$ cat src/rtl/adc_arbiter.sv
`default_nettype none
// ============================================================================
// Module   : adc_arbiter
// Brief    : Round-robin arbiter granting 4 requesters on-demand ADC
//            conversions by freezing the ADC control block on one channel.
//            Optional watchdog: define ADC_ARB_TIMEOUT_EN.
// Revision : 1.0
// ============================================================================
module adc_arbiter (
    input  logic        SCK,
    input  logic        POR,
    input  logic [3:0]  req,
    input  logic [11:0] req_ch,
    input  logic        adc_sample,
    input  logic [9:0]  adc_data,
    output logic        adc_freeze,
    output logic [2:0]  adc_fchannel,
    output logic [3:0]  gnt,
    output logic [3:0]  ack,
    output logic [9:0]  rdata,
    output logic        err,
    output logic        busy
);

    typedef enum logic [3:0] {
        S_IDLE = 4'b0001,
        S_ARM  = 4'b0010,
        S_CONV = 4'b0100,
        S_DONE = 4'b1000
    } state_t;

    state_t      r_state;
    logic [1:0]  r_last;
    logic [3:0]  r_gnt;
    logic [3:0]  r_ack;
    logic        r_freeze;
    logic [2:0]  r_fch;
    logic [9:0]  r_rdata;

    logic        w_found;
    logic [1:0]  w_win;
    logic [1:0]  w_idx;
    logic [2:0]  w_ch;
    logic        w_tmo;

    // Search from the requester after the last winner so the last winner is
    // considered last.
    always_comb begin
        w_found = 1'b0;
        w_win   = r_last;
        w_idx   = r_last;
        for (int k = 1; k <= 4; k++) begin
            w_idx = r_last + 2'(k);
            if (!w_found && req[w_idx]) begin
                w_found = 1'b1;
                w_win   = w_idx;
            end
        end
    end

    always_comb begin
        case (w_win)
            2'd0:    w_ch = req_ch[2:0];
            2'd1:    w_ch = req_ch[5:3];
            2'd2:    w_ch = req_ch[8:6];
            default: w_ch = req_ch[11:9];
        endcase
    end

`ifdef ADC_ARB_TIMEOUT_EN
    logic [7:0] r_wdog;
    logic       r_err;

    assign w_tmo = (r_wdog == 8'hFF);

    // Held at zero while idle, so it starts from zero on ARM entry.
    always_ff @(posedge SCK) begin
        if (!POR) begin
            r_wdog <= 8'h00;
        end else if (r_state == S_IDLE || adc_sample) begin
            r_wdog <= 8'h00;
        end else if (r_state == S_ARM || r_state == S_CONV) begin
            r_wdog <= r_wdog + 8'h01;
        end
    end

    always_ff @(posedge SCK) begin
        if (!POR) begin
            r_err <= 1'b0;
        end else begin
            r_err <= (r_state == S_ARM || r_state == S_CONV) && !adc_sample && w_tmo;
        end
    end

    assign err = r_err;
`else
    assign w_tmo = 1'b0;
    assign err   = 1'b0;
`endif

    always_ff @(posedge SCK) begin
        if (!POR) begin
            r_state  <= S_IDLE;
            r_last   <= 2'd3;
            r_gnt    <= 4'b0000;
            r_ack    <= 4'b0000;
            r_freeze <= 1'b0;
            r_fch    <= 3'd0;
            r_rdata  <= 10'd0;
        end else begin
            r_ack <= 4'b0000;
            case (r_state)
                S_IDLE: begin
                    if (w_found) begin
                        r_state  <= S_ARM;
                        r_gnt    <= 4'b0001 << w_win;
                        r_freeze <= 1'b1;
                        r_fch    <= w_ch;
                        r_last   <= w_win;
                    end
                end
                S_ARM: begin
                    if (adc_sample) begin
                        r_state <= S_CONV;
                    end else if (w_tmo) begin
                        r_state  <= S_DONE;
                        r_ack    <= r_gnt;
                        r_gnt    <= 4'b0000;
                        r_freeze <= 1'b0;
                    end
                end
                S_CONV: begin
                    if (adc_sample || w_tmo) begin
                        r_state  <= S_DONE;
                        r_ack    <= r_gnt;
                        r_gnt    <= 4'b0000;
                        r_freeze <= 1'b0;
                        if (adc_sample) begin
                            r_rdata <= adc_data;
                        end
                    end
                end
                S_DONE: begin
                    r_state <= S_IDLE;
                end
                default: begin
                    r_state <= S_IDLE;
                end
            endcase
        end
    end

    assign adc_freeze   = r_freeze;
    assign adc_fchannel = r_fch;
    assign gnt          = r_gnt;
    assign ack          = r_ack;
    assign rdata        = r_rdata;
    assign busy         = (r_state != S_IDLE);

endmodule
`default_nettype wire

$ cat config.mk
export PLATFORM = sky130hd
export DESIGN_NAME = adc_arbiter
export DESIGN_NICKNAME = d
export VERILOG_FILES = /design/src/rtl/adc_arbiter.sv
export SDC_FILE = /design/constraint.sdc
export NUM_CORES = 1
export LEC_CHECK = 0
export BUFFER_PORTS_ARGS = -buffer_cell sky130_fd_sc_hd__buf_2
export CAP_MARGIN = 10
export CORE_MARGIN = 8
export CORE_UTILIZATION = 46
export DETAILED_ROUTE_END_ITERATION = 8
export PLACE_DENSITY = 0.78
export SKIP_LAST_GASP = 1
export SYNTH_ARGS = -nofsm -noshare
export SYNTH_HDL_FRONTEND = slang
export SYNTH_SLANG_ARGS = --single-unit
$ cat constraint.sdc
create_clock -name SCK -period 2.8 [get_ports SCK]
set_input_delay 0.14 -clock SCK [delete_from_list [all_inputs] [get_ports SCK]]
set_output_delay 0.14 -clock SCK [all_outputs]
set_load 0.05 [all_outputs]
Yosys cells after proc, flatten, opt, wreduce, memory -nomap -nowiden
Index checks and enable logic that the tools add are counted.

Register bits: 28. Output and inout bits: 24.

$lt $le $gt $ge: 4. Reduce and logical (&&, ||, !) cells: 13. Shifts and indexed selects: 1. Muxes and demuxes: 27. Equal/unequal tests: 9. $add $sub $neg: 3.

Operators with widths (number): $mux W4 (5); $lt A2 B3 Y1 const B (4); $pmux W4 S3 (1); $mux W1 (10); $pmux W3 S3 (1); $reduce_and A3 Y1 (3); $bmux W1 S2 (4); $mux W2 (4); $pmux W4 S2 (1); $ne A2 B2 Y1 const B (3); $add A2 B2 Y2 const B (2); $eq A4 B1 Y1 const B (1); $eq A4 B2 Y1 const B (1); $eq A4 B3 Y1 const B (1); $ne A4 B1 Y1 const B (1); $reduce_and A2 Y1 (2); $shl A1 B2 Y4 const A (1); $logic_and A1 B1 Y1 (3); $logic_not A1 Y1 (3); $add A2 B1 Y2 const B (1); $eq A2 B1 Y1 const B (1); $eq A2 B2 Y1 const B (1); $logic_not A2 Y1 (1); $pmux W1 S2 (1); $reduce_bool A2 Y1 (1).

Longest topological paths before layout
Depth after elaboration: 16. Depth in mapped cells: 7.

Worst setup path before layout
No wires, ideal clock.

Path type: reg-to-reg. From: register r_last[1]. To: register r_fch[0], in the netlist adc_fchannel[0]. Library setup time: 0.122 ns. Arrival: 1.824 ns. Cell stages (with the launch flop): 8. Path slack: 0.854 ns. Required time: 2.678 ns. Period minus slack after synthesis: 1.946 ns. Cells stage by stage: dfxtp_1 > buf_2 > mux2i_1 > o32ai_1 > nor2_1 > clkbuf_1 > mux2_2 > a221o_1.

Cells in the longest elaborated chain, start to end: 15.

RTL lines: from (decl) (RTL line 33) `logic [1:0] r_last;`; from (signal assigned) (RTL line 119) `r_last <= w_win;`; $add A2 B1 Y2 (RTL line 53) `w_idx = r_last + 2'(k);`; $bmux W1 S2 (RTL line 54) `if (!w_found && req[w_idx]) begin`; $mux W1 (not written as such) (RTL line 54); $mux W1 (RTL line 54); $logic_not A1 Y1 (RTL line 54); $logic_and A1 B1 Y1 (RTL line 54); $mux W1 (RTL line 54); $logic_not A1 Y1 (RTL line 54); $logic_and A1 B1 Y1 (RTL line 54); $mux W1 (RTL line 54); $logic_not A1 Y1 (RTL line 54); $logic_and A1 B1 Y1 (RTL line 54); $mux W2 (RTL line 54); $eq A2 B2 Y1, or another cell as far along (RTL line 62) `case (w_win)`; $pmux W3 S3 (RTL line 62); to (signal assigned) (RTL line 118) `r_fch <= w_ch;`; to (decl) (RTL line 37) `logic [2:0] r_fch;`.

Parallel ways exist; a longest one is shown, timed or not. The select of a mux whose other input is x is not followed. A chain may end at the register's enable or synchronous reset.

Worst setup path after layout
From: register r_last[1]. To: register r_fch[2], in the netlist adc_fchannel[2].

Same word-level chain as after synthesis.

==> flow_metrics.tcl <==
set metrics [dict create \
    status "complete, no violations" \
    crit_type "register to register" \
    wl_per_cell_um 14.1 \
    core_sq_um 2500 \
    initial_core_util 0.485 \
    met2_wirelength_mm 1.49 \
    routed-via-count 1110 \
    rows 18 \
    cts_tree "done" \
    dieArea_sq_um 4530 \
    powerDensity_nw_per_um2 660 \
    synth_top_cells_by_area "dfxtp_1, nand2_1, a21boi_0" \
    cts_resized 0 \
    vias_per_cell 5.26 \
    post-route-period-util 0.690 \
    pre_cts_ws_ns 0.880 \
    finalHoldViolCount 0 \
    peakVddDrop_uv 396 \
    dp_hpwl_mm 2.42 \
    async_flop_share 0 \
    clk_pin_slew_ns 0.15 \
    synthSimpleGateAreaFrac 0.240 \
    numCtsBuffers 3 \
    die_w_um 67.3 \
    drive_gt1_frac 0.359 \
    syn_to_final_growth_pct 26.4 \
    syn_nets 162 \
    start_kind "register" \
    netlist_area_sq_um 1210 \
    top_layer "met4" \
    rsz0062_at_grt "no" \
    cts_root_buf "clkbuf_4" \
    cap_viol_max_count 0 \
    slew_viol_final 0 \
    grt_max_degree 30 \
    avgSynthCellArea_sq_um 9.12 \
    wl_met1_mm 1.19 \
    synth_seq_cells 28 \
    antenna_cells 0 \
    synth_edf_count 0 \
    synth_xor_xnor_area_share 0 \
    synth_top_family_by_area "simple AND/OR/NAND/NOR gates" \
    place_congestion 0.771 \
    grt.overflow.total 0 \
    io_pins 53 \
    synth_top_cell_area_share 0.462 \
    chipHeight_um 67.3 \
    yosysWarnings 0 \
    gr-usage-all-layers 0.139 \
    antenna_found_initial 0 \
    worst_pin_slew_ns 0.515 \
    setup_viol 0 \
    yosysSeqAreaShare 0.462 \
    fin_setup_tns_ns 0 \
    synth_compound_area_frac 0.183 \
    clk_latency_ns 0.31 \
    routed_wl_mm 2.98 \
    crit_required_ns 3.02 \
    clock_skew_ns 0.00237 \
    clock_path_buffers 2 \
    finalWorstSetupSlack_ns 0.869 \
    synth_mux_area_frac 0.0722 \
    ys_types 33 \
    drc 0 \
    cts.htree.levels 1 \
    synthAdderAreaFrac 0 \
    hold_path.class "primary input to register" \
    io_buffers 51 \
    crit_path_end_kind "register" \
    postCtsSetupRepairBufs 0 \
    antenna_left 0 \
    grt_pass1_wl_mm 5.12 \
    cts_hold_buf 0 \
    synth-main-ff-cell "dfxtp_1" \
    final_nets 211 \
    total_leakage_power_nw 0.732 \
    cp_max_fo 11 \
    dr.pass1.iters 4 \
    synth_cells 133 \
    slew_headroom 0.653 \
    yosys.area.top_type "dfxtp_1" \
    finalCriticalPeriod_ns 1.93 \
    drt_iter0_markers 51 \
    clock-sinks 28 \
    first_global_vias 1150 \
    arrival_ns 2.15 \
    fmax_ghz 0.518 \
    dr_wl_met3_um 260 \
]
power by group:
group | internal (W) | total (W) | leakage [nW] | switching [W]
clock | 0.000145 | 0.000257 | 0.0279 | 0.000113
sequential | 0.000431 | 0.000459 | 0.228 | 0.0000275
combinational | 0.000108 | 0.000296 | 0.476 | 0.000188
total | 0.000684 | 0.00101 | 0.732 | 0.000328
path summary, 6_finish.rpt:
kind / depth (start not counted) / start / slack, ns / endpoint
hold / removal: 3 / adc_data[2] / 0.05 / rdata[2]
setup / recovery: 6 / r_last[1] / 0.87 / adc_fchannel[2]
hold reg to reg: 2 / rdata[2] / 0.47 / rdata[2]
setup reg to reg: 6 / r_last[1] / 0.87 / adc_fchannel[2]
cells by family (layout without fill, tap and decap cells):
logic type	count (synthesis)	in the layout
flops	28	28
compound gates	29	29
mux	8	8
other cells	1	1
simple gates	56	56
buf+inv	11	59
cells in the mapped netlist (2+ instances only):
| cell type | instances |
|---|---|
| a21oi_1 | 3 |
| nor4_1 | 2 |
| mux2_2 | 6 |
| a32oi_1 | 2 |
| a221o_1 | 3 |
| buf_2 | 2 |
| nand2_1 | 26 |
| inv_1 | 2 |
| or3_1 | 2 |
| dfxtp_1 | 28 |
| nor2_1 | 6 |
| a21boi_0 | 11 |
| o211ai_1 | 2 |
| and3_1 | 8 |
| clkbuf_1 | 6 |
| nor2b_1 | 3 |
| nand2b_1 | 3 |
| a21boi_1 | 2 |
| mux2i_1 | 2 |
sequential cells by signal, indices dropped and copies added (netlist names):
register and count:
rdata 10, ack 4, gnt 4, r_state 4
adc_fchannel 3, r_last 2, adc_freeze 1
layout make-up:
type	instances	area, sq um
flip-flops and latches	28	561
well taps	30	37.5
repair buffers	53	270
clock buffers	3	22.5
multi-input cells	94	604
clock inverters	1	30.0
inverters	2	7.51
fillers	241	967
critical path: stages (launching register included):
cell and delay, ns:
dfxtp_1 0.52, mux2i_1 0.24, o32ai_1 0.11, nor2_1 0.10, buf_4 0.18, mux2_2 0.34
a221o_1 0.34
metrics by stage:
step | hold WS (ns) | utilization | cells | area (sq um) | power [W]
2_1_floorplan | 0.285 | - | 133 | 1210 | 0.000688
3_3_place_gp | 0.391 | 0.592 | 207 | 1480 | 0.000753
3_5_place_dp | 0.401 | 0.592 | 207 | 1480 | 0.000765
4_1_cts | 0.0462 | 0.613 | 211 | 1530 | 0.00102
5_1_grt | 0.0381 | 0.613 | 211 | 1530 | 0.00107
6_report | 0.0523 | 0.613 | 211 | 1530 | 0.00101
routing by layer:
layer / global-route usage / vias to the layer above
met5: 0 / -
met4: 0.0313 / 0
met3: 0.0414 / 4
met2: 0.251 / 42
met1: 0.158 / 504
li1: - / 560
cell usage in the layout (no fill, tap or decap):
| cell | Yosys | routed |
|---|---|---|
| mux2i_1 | 2 | 2 |
| or4b_4 | 1 | 1 |
| o31ai_1 | 1 | 1 |
| and3b_1 | 1 | 1 |
| nor4_1 | 2 | 2 |
| a32oi_1 | 2 | 2 |
| clkbuf_4 | 0 | 3 |
| o31a_1 | 1 | 1 |
| a21boi_0 | 11 | 11 |
| or2_1 | 1 | 1 |
| conb_1 | 1 | 1 |
| o21ai_0 | 1 | 1 |
| nor2b_1 | 3 | 3 |
| o211ai_1 | 2 | 2 |
| buf_4 | 1 | 2 |
| buf_2 | 2 | 51 |
| mux2_2 | 6 | 6 |
| and2_1 | 1 | 1 |
| a211o_1 | 1 | 1 |
| nand2_1 | 26 | 26 |
| a21oi_1 | 3 | 3 |
| o32ai_1 | 1 | 1 |
| and3_1 | 8 | 8 |
| inv_1 | 2 | 2 |
| a21boi_1 | 2 | 2 |
| a221o_1 | 3 | 3 |
| nor2_1 | 6 | 6 |
| or3_1 | 2 | 2 |
| bufinv_16 | 0 | 1 |
| nand2b_1 | 3 | 3 |
| nand4b_1 | 1 | 1 |
| o21a_1 | 1 | 1 |
| dfxtp_1 | 28 | 28 |
| nor4b_2 | 1 | 1 |
Power figures use the tool's default switching activity.
